$ cat config.mk
export PLATFORM = sky130hd
export DESIGN_NAME = uart_cmd_master
export DESIGN_NICKNAME = d
export VERILOG_FILES = /design/src/rtl/uart_pkg.sv /design/src/rtl/uart_cmd_master.sv
export SDC_FILE = /design/constraint.sdc
export NUM_CORES = 1
export LEC_CHECK = 0
export BUFFER_PORTS_ARGS = -buffer_cell sky130_fd_sc_hd__buf_2
export CORE_ASPECT_RATIO = 1.25
export CORE_MARGIN = 2
export CORE_UTILIZATION = 45
export CTS_BUF_LIST = sky130_fd_sc_hd__clkbuf_8
export CTS_CLUSTER_DIAMETER = 200
export CTS_CLUSTER_SIZE = 12
export DETAILED_ROUTE_END_ITERATION = 8
export PLACE_DENSITY = 0.76
export SLEW_MARGIN = 15
export SYNTH_ARGS = -nofsm -noshare
export SYNTH_HDL_FRONTEND = slang
export SYNTH_SLANG_ARGS = --single-unit
export TNS_END_PERCENT = 50
$ cat constraint.sdc
create_clock -name clk -period 3.5 [get_ports clk]
set_input_delay 1.05 -clock clk [delete_from_list [all_inputs] [get_ports clk]]
set_output_delay 1.05 -clock clk [all_outputs]
set_load 0.02 [all_outputs]
$ cat src/rtl/uart_pkg.sv
// Shared constants and types for the UART command bridge: command/reply bytes,
// FSM state encoding and AXI-lite response codes.
package uart_pkg;

  localparam logic [7:0] CMD_WR  = 8'h57;
  localparam logic [7:0] CMD_RD  = 8'h52;

  localparam logic [7:0] RSP_ACK = 8'h06;
  localparam logic [7:0] RSP_NAK = 8'h15;
  localparam logic [7:0] RSP_UNK = 8'h3F;

  localparam logic [1:0] AXI_RESP_OKAY = 2'b00;

  typedef logic [2:0] state_t;

  localparam state_t ST_IDLE = 3'd0;
  localparam state_t ST_ADDR = 3'd1;
  localparam state_t ST_DATA = 3'd2;
  localparam state_t ST_AW   = 3'd3;
  localparam state_t ST_B    = 3'd4;
  localparam state_t ST_AR   = 3'd5;
  localparam state_t ST_R    = 3'd6;
  localparam state_t ST_RESP = 3'd7;

  function automatic logic [7:0] status_byte(input logic [1:0] resp);
    return (resp == AXI_RESP_OKAY) ? RSP_ACK : RSP_NAK;
  endfunction

endpackage

$ cat src/rtl/uart_cmd_master.sv
// Turns 'W'/'R' byte commands from the UART RX stream into AXI-lite transactions
// and serializes the status (and read data) back onto the UART TX stream.
module uart_cmd_master
  import uart_pkg::*;
#(
  parameter int unsigned TIMEOUT = 100000
) (
  input  logic        clk,
  input  logic        rst,
  // UART RX buffer read port
  input  logic        i_rvalid,
  output logic        o_rready,
  input  logic [7:0]  i_rdata,
  // UART TX buffer write port
  output logic        o_wvalid,
  input  logic        i_wready,
  output logic [7:0]  o_wdata,
  output logic        o_busy,
  output logic        o_timeout,
  // AXI-lite initiator
  output logic        o_axi_awvalid,
  input  logic        i_axi_awready,
  output logic [31:0] o_axi_awaddr,
  output logic [2:0]  o_axi_awprot,
  output logic        o_axi_wvalid,
  input  logic        i_axi_wready,
  output logic [31:0] o_axi_wdata,
  output logic [3:0]  o_axi_wstrb,
  input  logic        i_axi_bvalid,
  output logic        o_axi_bready,
  input  logic [1:0]  i_axi_bresp,
  output logic        o_axi_arvalid,
  input  logic        i_axi_arready,
  output logic [31:0] o_axi_araddr,
  output logic [2:0]  o_axi_arprot,
  input  logic        i_axi_rvalid,
  output logic        o_axi_rready,
  input  logic [31:0] i_axi_rdata,
  input  logic [1:0]  i_axi_rresp
);

  localparam int unsigned TW = $clog2(TIMEOUT);
  localparam logic [TW-1:0] TMO_LAST = TW'(TIMEOUT - 1);

  state_t        state_q, state_d;
  logic [31:0]   addr_q, addr_d;
  logic [31:0]   data_q, data_d;
  logic [1:0]    cnt_q, cnt_d;
  logic [TW-1:0] tmo_q, tmo_d;
  logic          is_rd_q, is_rd_d;
  logic          more_q, more_d;
  logic [7:0]    tx_q, tx_d;
  logic          awvalid_q, awvalid_d;
  logic          wvalid_q, wvalid_d;
  logic          arvalid_q, arvalid_d;
  logic          timeout_q, timeout_d;

  logic rx_fire;
  logic tx_fire;

  // Ready is forced low while reset is held, even though the state already reads IDLE.
  assign o_rready = ~rst & ((state_q == ST_IDLE) | (state_q == ST_ADDR) | (state_q == ST_DATA));
  assign o_wvalid = (state_q == ST_RESP);
  assign o_wdata  = tx_q;
  assign o_busy   = (state_q != ST_IDLE);
  assign o_timeout = timeout_q;

  assign rx_fire = i_rvalid & o_rready;
  assign tx_fire = o_wvalid & i_wready;

  assign o_axi_awvalid = awvalid_q;
  assign o_axi_awaddr  = addr_q;
  assign o_axi_awprot  = 3'b000;
  assign o_axi_wvalid  = wvalid_q;
  assign o_axi_wdata   = data_q;
  assign o_axi_wstrb   = 4'hF;
  assign o_axi_bready  = (state_q == ST_B);
  assign o_axi_arvalid = arvalid_q;
  assign o_axi_araddr  = addr_q;
  assign o_axi_arprot  = 3'b000;
  assign o_axi_rready  = (state_q == ST_R);

  always_comb begin
    state_d   = state_q;
    addr_d    = addr_q;
    data_d    = data_q;
    cnt_d     = cnt_q;
    tmo_d     = '0;
    is_rd_d   = is_rd_q;
    more_d    = more_q;
    tx_d      = tx_q;
    awvalid_d = awvalid_q;
    wvalid_d  = wvalid_q;
    arvalid_d = arvalid_q;
    timeout_d = 1'b0;

    unique case (state_q)
      ST_IDLE: begin
        if (rx_fire) begin
          cnt_d = 2'd0;
          if (i_rdata == CMD_WR) begin
            is_rd_d = 1'b0;
            state_d = ST_ADDR;
          end else if (i_rdata == CMD_RD) begin
            is_rd_d = 1'b1;
            state_d = ST_ADDR;
          end else begin
            tx_d    = RSP_UNK;
            more_d  = 1'b0;
            state_d = ST_RESP;
          end
        end
      end

      ST_ADDR: begin
        if (rx_fire) begin
          addr_d = {addr_q[23:0], i_rdata};
          cnt_d  = cnt_q + 2'd1;
          if (cnt_q == 2'd3) begin
            if (is_rd_q) begin
              arvalid_d = 1'b1;
              state_d   = ST_AR;
            end else begin
              state_d = ST_DATA;
            end
          end
        end else if (tmo_q == TMO_LAST) begin
          timeout_d = 1'b1;
          state_d   = ST_IDLE;
        end else begin
          tmo_d = tmo_q + TW'(1);
        end
      end

      ST_DATA: begin
        if (rx_fire) begin
          data_d = {data_q[23:0], i_rdata};
          cnt_d  = cnt_q + 2'd1;
          if (cnt_q == 2'd3) begin
            awvalid_d = 1'b1;
            wvalid_d  = 1'b1;
            state_d   = ST_AW;
          end
        end else if (tmo_q == TMO_LAST) begin
          timeout_d = 1'b1;
          state_d   = ST_IDLE;
        end else begin
          tmo_d = tmo_q + TW'(1);
        end
      end

      ST_AW: begin
        awvalid_d = awvalid_q & ~i_axi_awready;
        wvalid_d  = wvalid_q & ~i_axi_wready;
        if (!awvalid_d && !wvalid_d) begin
          state_d = ST_B;
        end
      end

      ST_B: begin
        if (i_axi_bvalid) begin
          tx_d    = status_byte(i_axi_bresp);
          more_d  = 1'b0;
          state_d = ST_RESP;
        end
      end

      ST_AR: begin
        if (i_axi_arready) begin
          arvalid_d = 1'b0;
          state_d   = ST_R;
        end
      end

      ST_R: begin
        if (i_axi_rvalid) begin
          data_d  = i_axi_rdata;
          tx_d    = status_byte(i_axi_rresp);
          more_d  = 1'b1;
          cnt_d   = 2'd0;
          state_d = ST_RESP;
        end
      end

      ST_RESP: begin
        // more_q flags read-data bytes still queued behind the byte on o_wdata.
        if (tx_fire) begin
          if (more_q) begin
            tx_d   = data_q[31:24];
            data_d = {data_q[23:0], 8'h00};
            cnt_d  = cnt_q + 2'd1;
            more_d = (cnt_q != 2'd3);
          end else begin
            state_d = ST_IDLE;
          end
        end
      end

      default: state_d = ST_IDLE;
    endcase
  end

  always_ff @(posedge clk or posedge rst) begin
    if (rst) begin
      state_q   <= ST_IDLE;
      addr_q    <= '0;
      data_q    <= '0;
      cnt_q     <= '0;
      tmo_q     <= '0;
      is_rd_q   <= 1'b0;
      more_q    <= 1'b0;
      tx_q      <= '0;
      awvalid_q <= 1'b0;
      wvalid_q  <= 1'b0;
      arvalid_q <= 1'b0;
      timeout_q <= 1'b0;
    end else begin
      state_q   <= state_d;
      addr_q    <= addr_d;
      data_q    <= data_d;
      cnt_q     <= cnt_d;
      tmo_q     <= tmo_d;
      is_rd_q   <= is_rd_d;
      more_q    <= more_d;
      tx_q      <= tx_d;
      awvalid_q <= awvalid_d;
      wvalid_q  <= wvalid_d;
      arvalid_q <= arvalid_d;
      timeout_q <= timeout_d;
    end
  end

endmodule

==> flow_summary.yaml, run 1 <==
yosys:
  synthArstFlopShare: 1.00
  yosys.area.top_type_share: 0.493
  netlist_instances: 487
  synth_edf_count: 0
  synth_area_per_cell_um2: 10.4
  yosysSeqAreaShare: 0.493
  synthesis.area_mm2: 0.00507
  synth.area.top_cells: "dfrtp_1 (49%), mux2_2 (8.4%), buf_4 (6.8%)"
  yosysTopAreaCell: "dfrtp_1"
  yosys_warnings: 0
  synth.lib_cells_used.distinct: 53
  synth-main-ff-cell: "dfrtp_1"
  synth_seq_cells: 100
floorplan:
  num_io_pins: 176
  rows: 43
  floorplan.initialDensity: 0.460
  die_area_mm2: 0.0121
  die_h_um: 123
  coreArea_mm2: 0.0110
  die_w_um: 99.0
worst_setup_path:
  crit_type: "flip-flop to output port"
  required_ns: 2.45
  critPathArrivalTime_ns: 1.81
  worstSetupEndpointType: "output port"
  crit_path_start_kind: "flip-flop"
  critPathMaxFanout: 25
place:
  gp_congestion: 0.819
  hpwlAfterDp_um: 8700
  io_buffer_count: 165
timing:
  tightest_slew_ns: 0.806
  period_share: 0.817
  maxSlewHeadroom: 0.462
  rsz0062_at_grt: "false"
  timing.final.hold_violations: 0
  skew_ns: 0.0101
  drv_slew: 0
  fmaxAchievable_mhz: 350
  finalSetupTns_ns: 0
  finalSetupViolations: 0
  period_minus_slack_ns: 2.86
worst_hold_path:
  holdCritPathClass: "flip-flop to flip-flop"
pwr:
  power-per-cell-area_mw_per_mm2: 806
  fin_total_pwr_mw: 4.78
  leakage_nw: 2.96
  ir_drop_uv: 448
global_route:
  first_global_vias: 3883
  grt_max_degree: 65
  grt_usage: 0.195
  grt_first_pass_wirelength_um: 19000
  antenna_found_initial: 0
  grt_remaining_overflow: 0
clock_network:
  htreeDepth: 3
  cts_tree: "done"
  cts_made_buffers: 9
  cts.sinks: 100
  cts_resized: 0
  cts_buffer_depth: 2
  clk_pin_slew_ns: 0.10
  cts_setup_buffers: 0
  clkLatencyLatePin_ns: 0.37
  hold_buffers: 0
  root_buffer: "clkbuf_8"
detailed_routing:
  drt_iter0_drc: 213
  met3_length_um: 788
  wl_met1_um: 4770
  antenna_left: 0
  drcViolationCount: 0
  vias_per_cell: 5.25
  dr_wl_met2_um: 5880
  firstDrtPassIters: 4
  vias: 3956
  wl_per_cell_um: 15.4
  top_layer_used: "met4"
  drt-total-wl_um: 11600
finish:
  fillers: 1010
  syn_to_final_growth_pct: 17.0
  nNetsFinal: 669
  insertedDiodeCount: 0
  layout-drive-gt1-share: 0.383
run_status:
  outcome: "complete, no violations"
job:
  cap_viol_max_count: 0
## Yosys cell counts (8+ instances only)
cell / count
dfrtp_1: 100
nand2_1: 51
buf_4: 46
o21ai_0: 42
mux2_2: 38
nor2_1: 33
mux2i_1: 25
xnor2_1: 11
clkbuf_1: 10
nand3_1: 10
nor3_1: 10
inv_1: 9
a22oi_1: 8
## state kept, by name (all words and copies together), names as in the netlist
| name | flops |
|---|---|
| cnt_q | 2 |
| o_axi_wvalid | 1 |
| o_axi_arvalid | 1 |
| o_axi_araddr | 32 |
| o_wdata | 8 |
| is_rd_q | 1 |
| state_q | 3 |
| tmo_q | 17 |
| o_timeout | 1 |
| more_q | 1 |
| o_axi_awvalid | 1 |
| o_axi_wdata | 32 |
## worst paths after layout
kind                                 start               end  slack [ns]  cells past startpoint
worst max-delay path            state_q[2]      o_axi_rready        0.64                      4
worst min-delay path              tmo_q[0]          tmo_q[0]        0.50                      1
worst max register to register  state_q[2]  o_axi_araddr[23]        1.14                      4
worst min register to register    tmo_q[0]          tmo_q[0]        0.50                      1
max in group asynchronous              rst  o_axi_araddr[24]        1.97                      3
min in group asynchronous              rst        state_q[0]        0.85                      2
## through the flow
stage                     area (um2)  setup WS (ns)  hold slack, ns  cells  utilization
after floorplan                 5100           1.05           0.454    495            -
after global placement          5740          0.737           0.469    738        0.521
after detailed placement        5740          0.708           0.481    738        0.521
after CTS                       5940          0.637           0.499    754        0.538
after global routing            5940          0.514           0.532    754        0.538
final                           5940          0.640           0.495    754        0.538
## critical path, cell delays in order (launching register included)
cell and delay [ns]:
dfrtp_1 0.82, nand2_1 0.11, buf_4 0.22, nor2_4 0.10
buf_2 0.19
## where the power goes
group          internal [mW]  switching, mW  leakage (nW)
clock network          0.279          0.445        0.0958
registers               1.48          0.331          1.31
logic                  0.844           1.41          1.55
## routing by layer
metal,global-route usage,up-vias
li1,-,1901
met1,0.255,1893
met2,0.326,146
met3,0.0393,16
met4,0.0651,0
met5,0,-
## cell families (layout without fill, tap and decap cells)
kind of cell    after synthesis  in the layout  synth area share
fa+ha+maj                     2              2           0.00493
buf+inv                      75            199            0.0957
other cells                   2             10           0.00148
simple gates                141            141             0.133
flops                       100            100             0.493
compound gates               87             87             0.108
mux                          63             63             0.134
xor+xnor                     17             17            0.0294
## placed cells by master (no fill, tap or decap), drive strengths merged, types with 10 or more instances in the layout
cell type  synthesis  final
conb               2     10
nand2             52     52
nor3              11     11
nor2              35     35
nand3             10     10
buf               56    174
mux2              38     38
xnor2             11     11
dfrtp            100    100
mux2i             25     25
o21ai             45     45
inv                9     12
## area by class of cell
type / count / area, um2 / area share
flip-flops and latches: 100 / 2500 / 0.422
clock buffers: 9 / 124 / 0.0209
repair buffers: 174 / 906 / 0.153
multi-input cells: 320 / 2130 / 0.359
inverters: 9 / 37.5 / 0.00632
clock inverters: 7 / 67.6 / 0.0114
well taps: 135 / 169 / 0.0285
Note: power is estimated with default switching activity, not from simulation.
==> run 2: changes to the inputs <==
- PLACE_DENSITY: 0.76 -> 0.73
- clock period: 3.5 -> 2.9 ns (I/O delays scaled with it)
==> run 2 against run 1 <==
Net effect: flip-flop and latch count unchanged; via count decreased by 0.73%; power increased by 23%; worst setup slack got worse by 0.37 ns; critical path depth decreased by 1; routed wire length increased by 0.59%; largest cell class unchanged; sequential share of layout area decreased by 0.37 points; sequential power increased by 21%; die area unchanged; critical path type unchanged; clock-buffer cell count unchanged.
==> flow_summary.yaml, run 2 (synthesis results as in run 1) <==
run_status:
  outcome: "complete, no violations"
worst_setup_path:
  required_ns: 2.03
  critPathMaxFanout: 14
  reg2reg_from: "state_q[1]"
  cp-endpoint: "o_axi_rready"
  critical-path-top-delay-family: "flip-flops"
  regToRegSetupSlack_ns: 0.70
  crit_type: "flip-flop to output port"
  critical_path_depth: 3
  crit_start: "state_q[1]"
  cpMaxStageDelayCell: "dfrtp_1"
  reg2reg_depth: 6
  crit_path_cell_trace: "nand2_2, nor2_4, buf_2"
  worstSetupEndpointType: "output port"
  crit_path_start_kind: "flip-flop"
  crit_buf_inv: 1
  cpPeakStageDelay_ns: 0.71
  critPathArrivalTime_ns: 1.76
  reg2reg_to: "state_q[0]"
clock_network:
  cts_buffer_depth: 2
  clkLatencyLatePin_ns: 0.36
  cts_made_buffers: 9
  cts.sinks: 100
  clk_pin_slew_ns: 0.09
  cts_tree: "done"
  htreeDepth: 3
  root_buffer: "clkbuf_8"
finish:
  layout-drive-gt1-share: 0.383
  final_cells: 754
  nNetsFinal: 669
  final_common_cell: "buf_2"
  multi_input_area_mm2: 0.00213
  insertedDiodeCount: 0
  regArea_mm2: 0.00250
  syn_to_final_growth_pct: 18.1
  final_area_mm2: 0.00599
  fillers: 988
  final_util: 0.543
  final_cell_mix: "buf_2 (165), dfrtp_1 (100), nand2_1 (50)"
global_route:
  grt_first_pass_wirelength_um: 18700
  first_global_vias: 3802
  grt_usage: 0.193
  grt_remaining_overflow: 0
  grt_max_degree: 65
  antenna_found_initial: 0
floorplan:
  die_h_um: 123
  die_area_mm2: 0.0121
  num_io_pins: 176
  die_w_um: 99.0
  rows: 43
  floorplan.initialDensity: 0.460
  coreArea_mm2: 0.0110
detailed_routing:
  drt-total-wl_um: 11700
  drcViolationCount: 0
  firstDrtPassIters: 4
  wl_per_cell_um: 15.5
  antenna_left: 0
  vias_per_cell: 5.21
  vias: 3927
  drt_iter0_drc: 170
pwr:
  power-per-cell-area_mw_per_mm2: 985
  leakage_nw: 2.98
  fin_total_pwr_mw: 5.90
  ir_drop_uv: 656
job:
  cap_viol_max_count: 0
timing:
  period_minus_slack_ns: 2.63
  finalSetupViolations: 0
  fmaxAchievable_mhz: 380
  tightest_slew_ns: 0.563
  finalSetupTns_ns: 0
  period_share: 0.907
  skew_ns: 0.0135
  timing.final.hold_violations: 0
  rsz0062_at_grt: "false"
  maxSlewHeadroom: 0.625
  drv_slew: 0
place:
  dp.cells: 738
  hpwlAfterDp_um: 8620
  dpl_cell_area_mm2: 0.00577
  gp_congestion: 0.883
  io_buffer_count: 165
worst_hold_path:
  holdCritPathClass: "flip-flop to flip-flop"
-- run 2: power by group --
| group | internal, mW | leakage, nW | total [mW] | switching (mW) |
|---|---|---|---|---|
| combinational | 1.04 | 1.56 | 2.74 | 1.70 |
| sequential | 1.78 | 1.31 | 2.19 | 0.405 |
| clock | 0.483 | 0.107 | 0.964 | 0.480 |
-- run 2: area by class of cell --
cell class,count,share of cell area
inverters,9,0.00627
clock inverters,7,0.0155
multi-input cells,320,0.356
flip-flops and latches,100,0.418
well taps,135,0.0282
clock buffers,9,0.0207
repair buffers,174,0.155
-- run 2: worst reg2reg max path, cell delays in order (launching register included) --
cell and delay [ns]:
dfrtp_1 0.71, buf_4 0.29, nor2b_1 0.17, a211oi_1 0.05, or3_1 0.43, o31a_1 0.32
a41oi_1 0.16
-- run 2: layer usage --
layer	vias to the layer above	share of wire	track usage
met5	-	0	0
met4	0	0.010	0.0634
met3	8	0.061	0.0421
met2	127	0.51	0.317
met1	1903	0.42	0.255
li1	1889	-	-
-- run 2: how the worst min path moves through the flow --
stage                         from         end  slack (ns)  cells after the start
after global routing           rst  o_wdata[1]        0.52                      2
final                     tmo_q[0]    tmo_q[0]        0.50                      1
after detailed placement  tmo_q[0]    tmo_q[0]        0.48                      1
after CTS                 tmo_q[0]    tmo_q[0]        0.50                      1
after global placement    cnt_q[1]    cnt_q[1]        0.47                      2
after floorplan           cnt_q[1]    cnt_q[1]        0.45                      2
-- run 2: timing repair --
action / 4_1_cts / 5_1_grt
gates resized for setup: 0 / 1
hold buffers: 0 / 0
buffers inserted: 0 / 0
endpoints found under the setup margin: 0 / 1
-- run 2: per-stage QoR --
stage                     worst slack (ns)  hold slack, ns
after floorplan                      0.628           0.454
after global placement               0.383           0.469
after detailed placement             0.333           0.483
after CTS                           0.0982           0.503
after global routing                 0.138           0.523
final                                0.271           0.502
==> run 3: changes to the inputs <==
- REMOVE_ABC_BUFFERS: default -> 1
- clock period: 2.9 -> 2.7 ns (I/O delays scaled with it)
==> run 3 against run 2 <==
Net effect: register-to-register slack got worse by 0.24 ns; design area decreased by 0.31%; clock-buffer cell count increased by 1; worst hold slack got worse by 0.0015 ns; final cell count increased by 0.53%; global-route usage increased by 0.70 points; flip-flop and latch count unchanged; power increased by 5.6%; utilization decreased by 0.17 points; clock power decreased by 6.4%; sequential power increased by 6%; highest routed layer unchanged.
==> flow_summary.yaml, run 3 (synthesis results as in run 1) <==
global_route:
  grt_max_degree: 65
  grt_first_pass_wirelength_um: 19300
  first_global_vias: 3872
  grt_usage: 0.200
  grt_remaining_overflow: 0
  antenna_found_initial: 0
worst_setup_path:
  worstSetupEndpointType: "output port"
  cpPeakStageDelay_ns: 0.58
  reg2reg_from: "state_q[2]"
  critPathArrivalTime_ns: 1.74
  regToRegSetupSlack_ns: 0.46
  crit_type: "flip-flop to output port"
  critPathMaxFanout: 15
  cpMaxStageDelayCell: "or3_1"
  crit_start: "state_q[0]"
  crit_path_start_kind: "flip-flop"
  required_ns: 1.89
  reg2reg_depth: 5
  crit_path_cell_trace: "or3_1, buf_2"
  reg2reg_to: "o_wdata[4]"
finish:
  regArea_mm2: 0.00250
  multi_input_area_mm2: 0.00213
  final_common_cell: "buf_2"
  layout-drive-gt1-share: 0.387
  nNetsFinal: 673
  final_cell_mix: "buf_2 (165), dfrtp_1 (100), nand2_1 (51)"
  insertedDiodeCount: 0
  syn_to_final_growth_pct: 17.7
  final_area_mm2: 0.00597
  fillers: 962
clock_network:
  cts_tree: "done"
  hold_buffers: 0
  cts_setup_buffers: 0
  htreeDepth: 3
  root_buffer: "clkbuf_8"
  cts_resized: 0
  cts_buffer_depth: 2
  cts_made_buffers: 9
  clkLatencyLatePin_ns: 0.37
  clk_pin_slew_ns: 0.10
  cts.sinks: 100
floorplan:
  die_w_um: 99.0
  coreArea_mm2: 0.0110
  die_area_mm2: 0.0121
  rows: 43
  num_io_pins: 176
  die_h_um: 123
  floorplan.initialDensity: 0.460
detailed_routing:
  vias: 3977
  antenna_left: 0
  wl_per_cell_um: 15.8
  firstDrtPassIters: 6
  drt_iter0_drc: 221
  drt-total-wl_um: 12000
  drcViolationCount: 0
  vias_per_cell: 5.25
timing:
  fmaxAchievable_mhz: 393
  timing.final.hold_violations: 0
  maxSlewHeadroom: 0.630
  skew_ns: 0.00747
  tightest_slew_ns: 0.555
  finalSetupTns_ns: 0
  period_minus_slack_ns: 2.55
  rsz0062_at_grt: "false"
  period_share: 0.943
  drv_slew: 0
  finalSetupViolations: 0
worst_hold_path:
  holdPathStages: 1
  holdCritPathClass: "flip-flop to flip-flop"
  min_to: "tmo_q[0]"
  min-delay-start: "tmo_q[0]"
place:
  hpwlAfterDp_um: 9200
  dpl_cell_area_mm2: 0.00579
  gp_congestion: 0.889
  io_buffer_count: 165
run_status:
  outcome: "complete, no violations"
job:
  cap_viol_max_count: 0
pwr:
  power-per-cell-area_mw_per_mm2: 1040
  leakage_nw: 2.98
  ir_drop_uv: 657
run 3: final cells by class:
| cell class | instances | share of cell area |
|---|---|---|
| Multi-Input combinational cell | 320 | 0.357 |
| Inverter | 9 | 0.00608 |
| Clock buffer | 10 | 0.0231 |
| Tap cell | 135 | 0.0283 |
| Timing Repair Buffer | 178 | 0.159 |
| Clock inverter | 6 | 0.00776 |
| Sequential cell | 100 | 0.419 |
run 3: metal layers:
layer / global-route usage / part of all wire / vias to the layer above
li1: - / - / 1898
met1: 0.244 / 0.40 / 1878
met2: 0.345 / 0.51 / 181
met3: 0.0444 / 0.071 / 20
met4: 0.0779 / 0.022 / 0
met5: 0 / 0 / -
run 3: worst max-delay path by stage:
stage,endpoint,slack (ns),cells after the start
2_1_floorplan,o_axi_wdata[0],-0.81,4
3_3_place_gp,o_wdata[3],0.24,6
3_5_place_dp,o_wdata[3],0.19,6
4_1_cts,o_busy,0.15,2
5_1_grt,o_busy,0.09,2
6_report,o_busy,0.15,2
run 3: stage by stage:
stage           util  cells  power, mW  hold slack, ns  setup WS (ns)
2_1_floorplan      -    429       4.24           0.454         -0.812
3_3_place_gp   0.525    742       5.30           0.471          0.240
3_5_place_dp   0.525    742       5.36           0.482          0.187
4_1_cts        0.541    758       6.27           0.501          0.150
5_1_grt        0.541    758       6.64           0.524         0.0944
6_report       0.541    758       6.22           0.500          0.153
run 3: power breakdown:
part / internal [mW] / switching [mW] / leakage (nW) / total [mW]
clock network: 0.367 / 0.535 / 0.0893 / 0.902
logic: 1.13 / 1.86 / 1.58 / 2.99
registers: 1.92 / 0.411 / 1.31 / 2.33
run 3: critical path, delay by kind of cell, from the launching register on:
family | cells | cell delay (ns)
simple gates | 1 | 0.58
flops | 1 | 0.57
buf+inv | 1 | 0.22
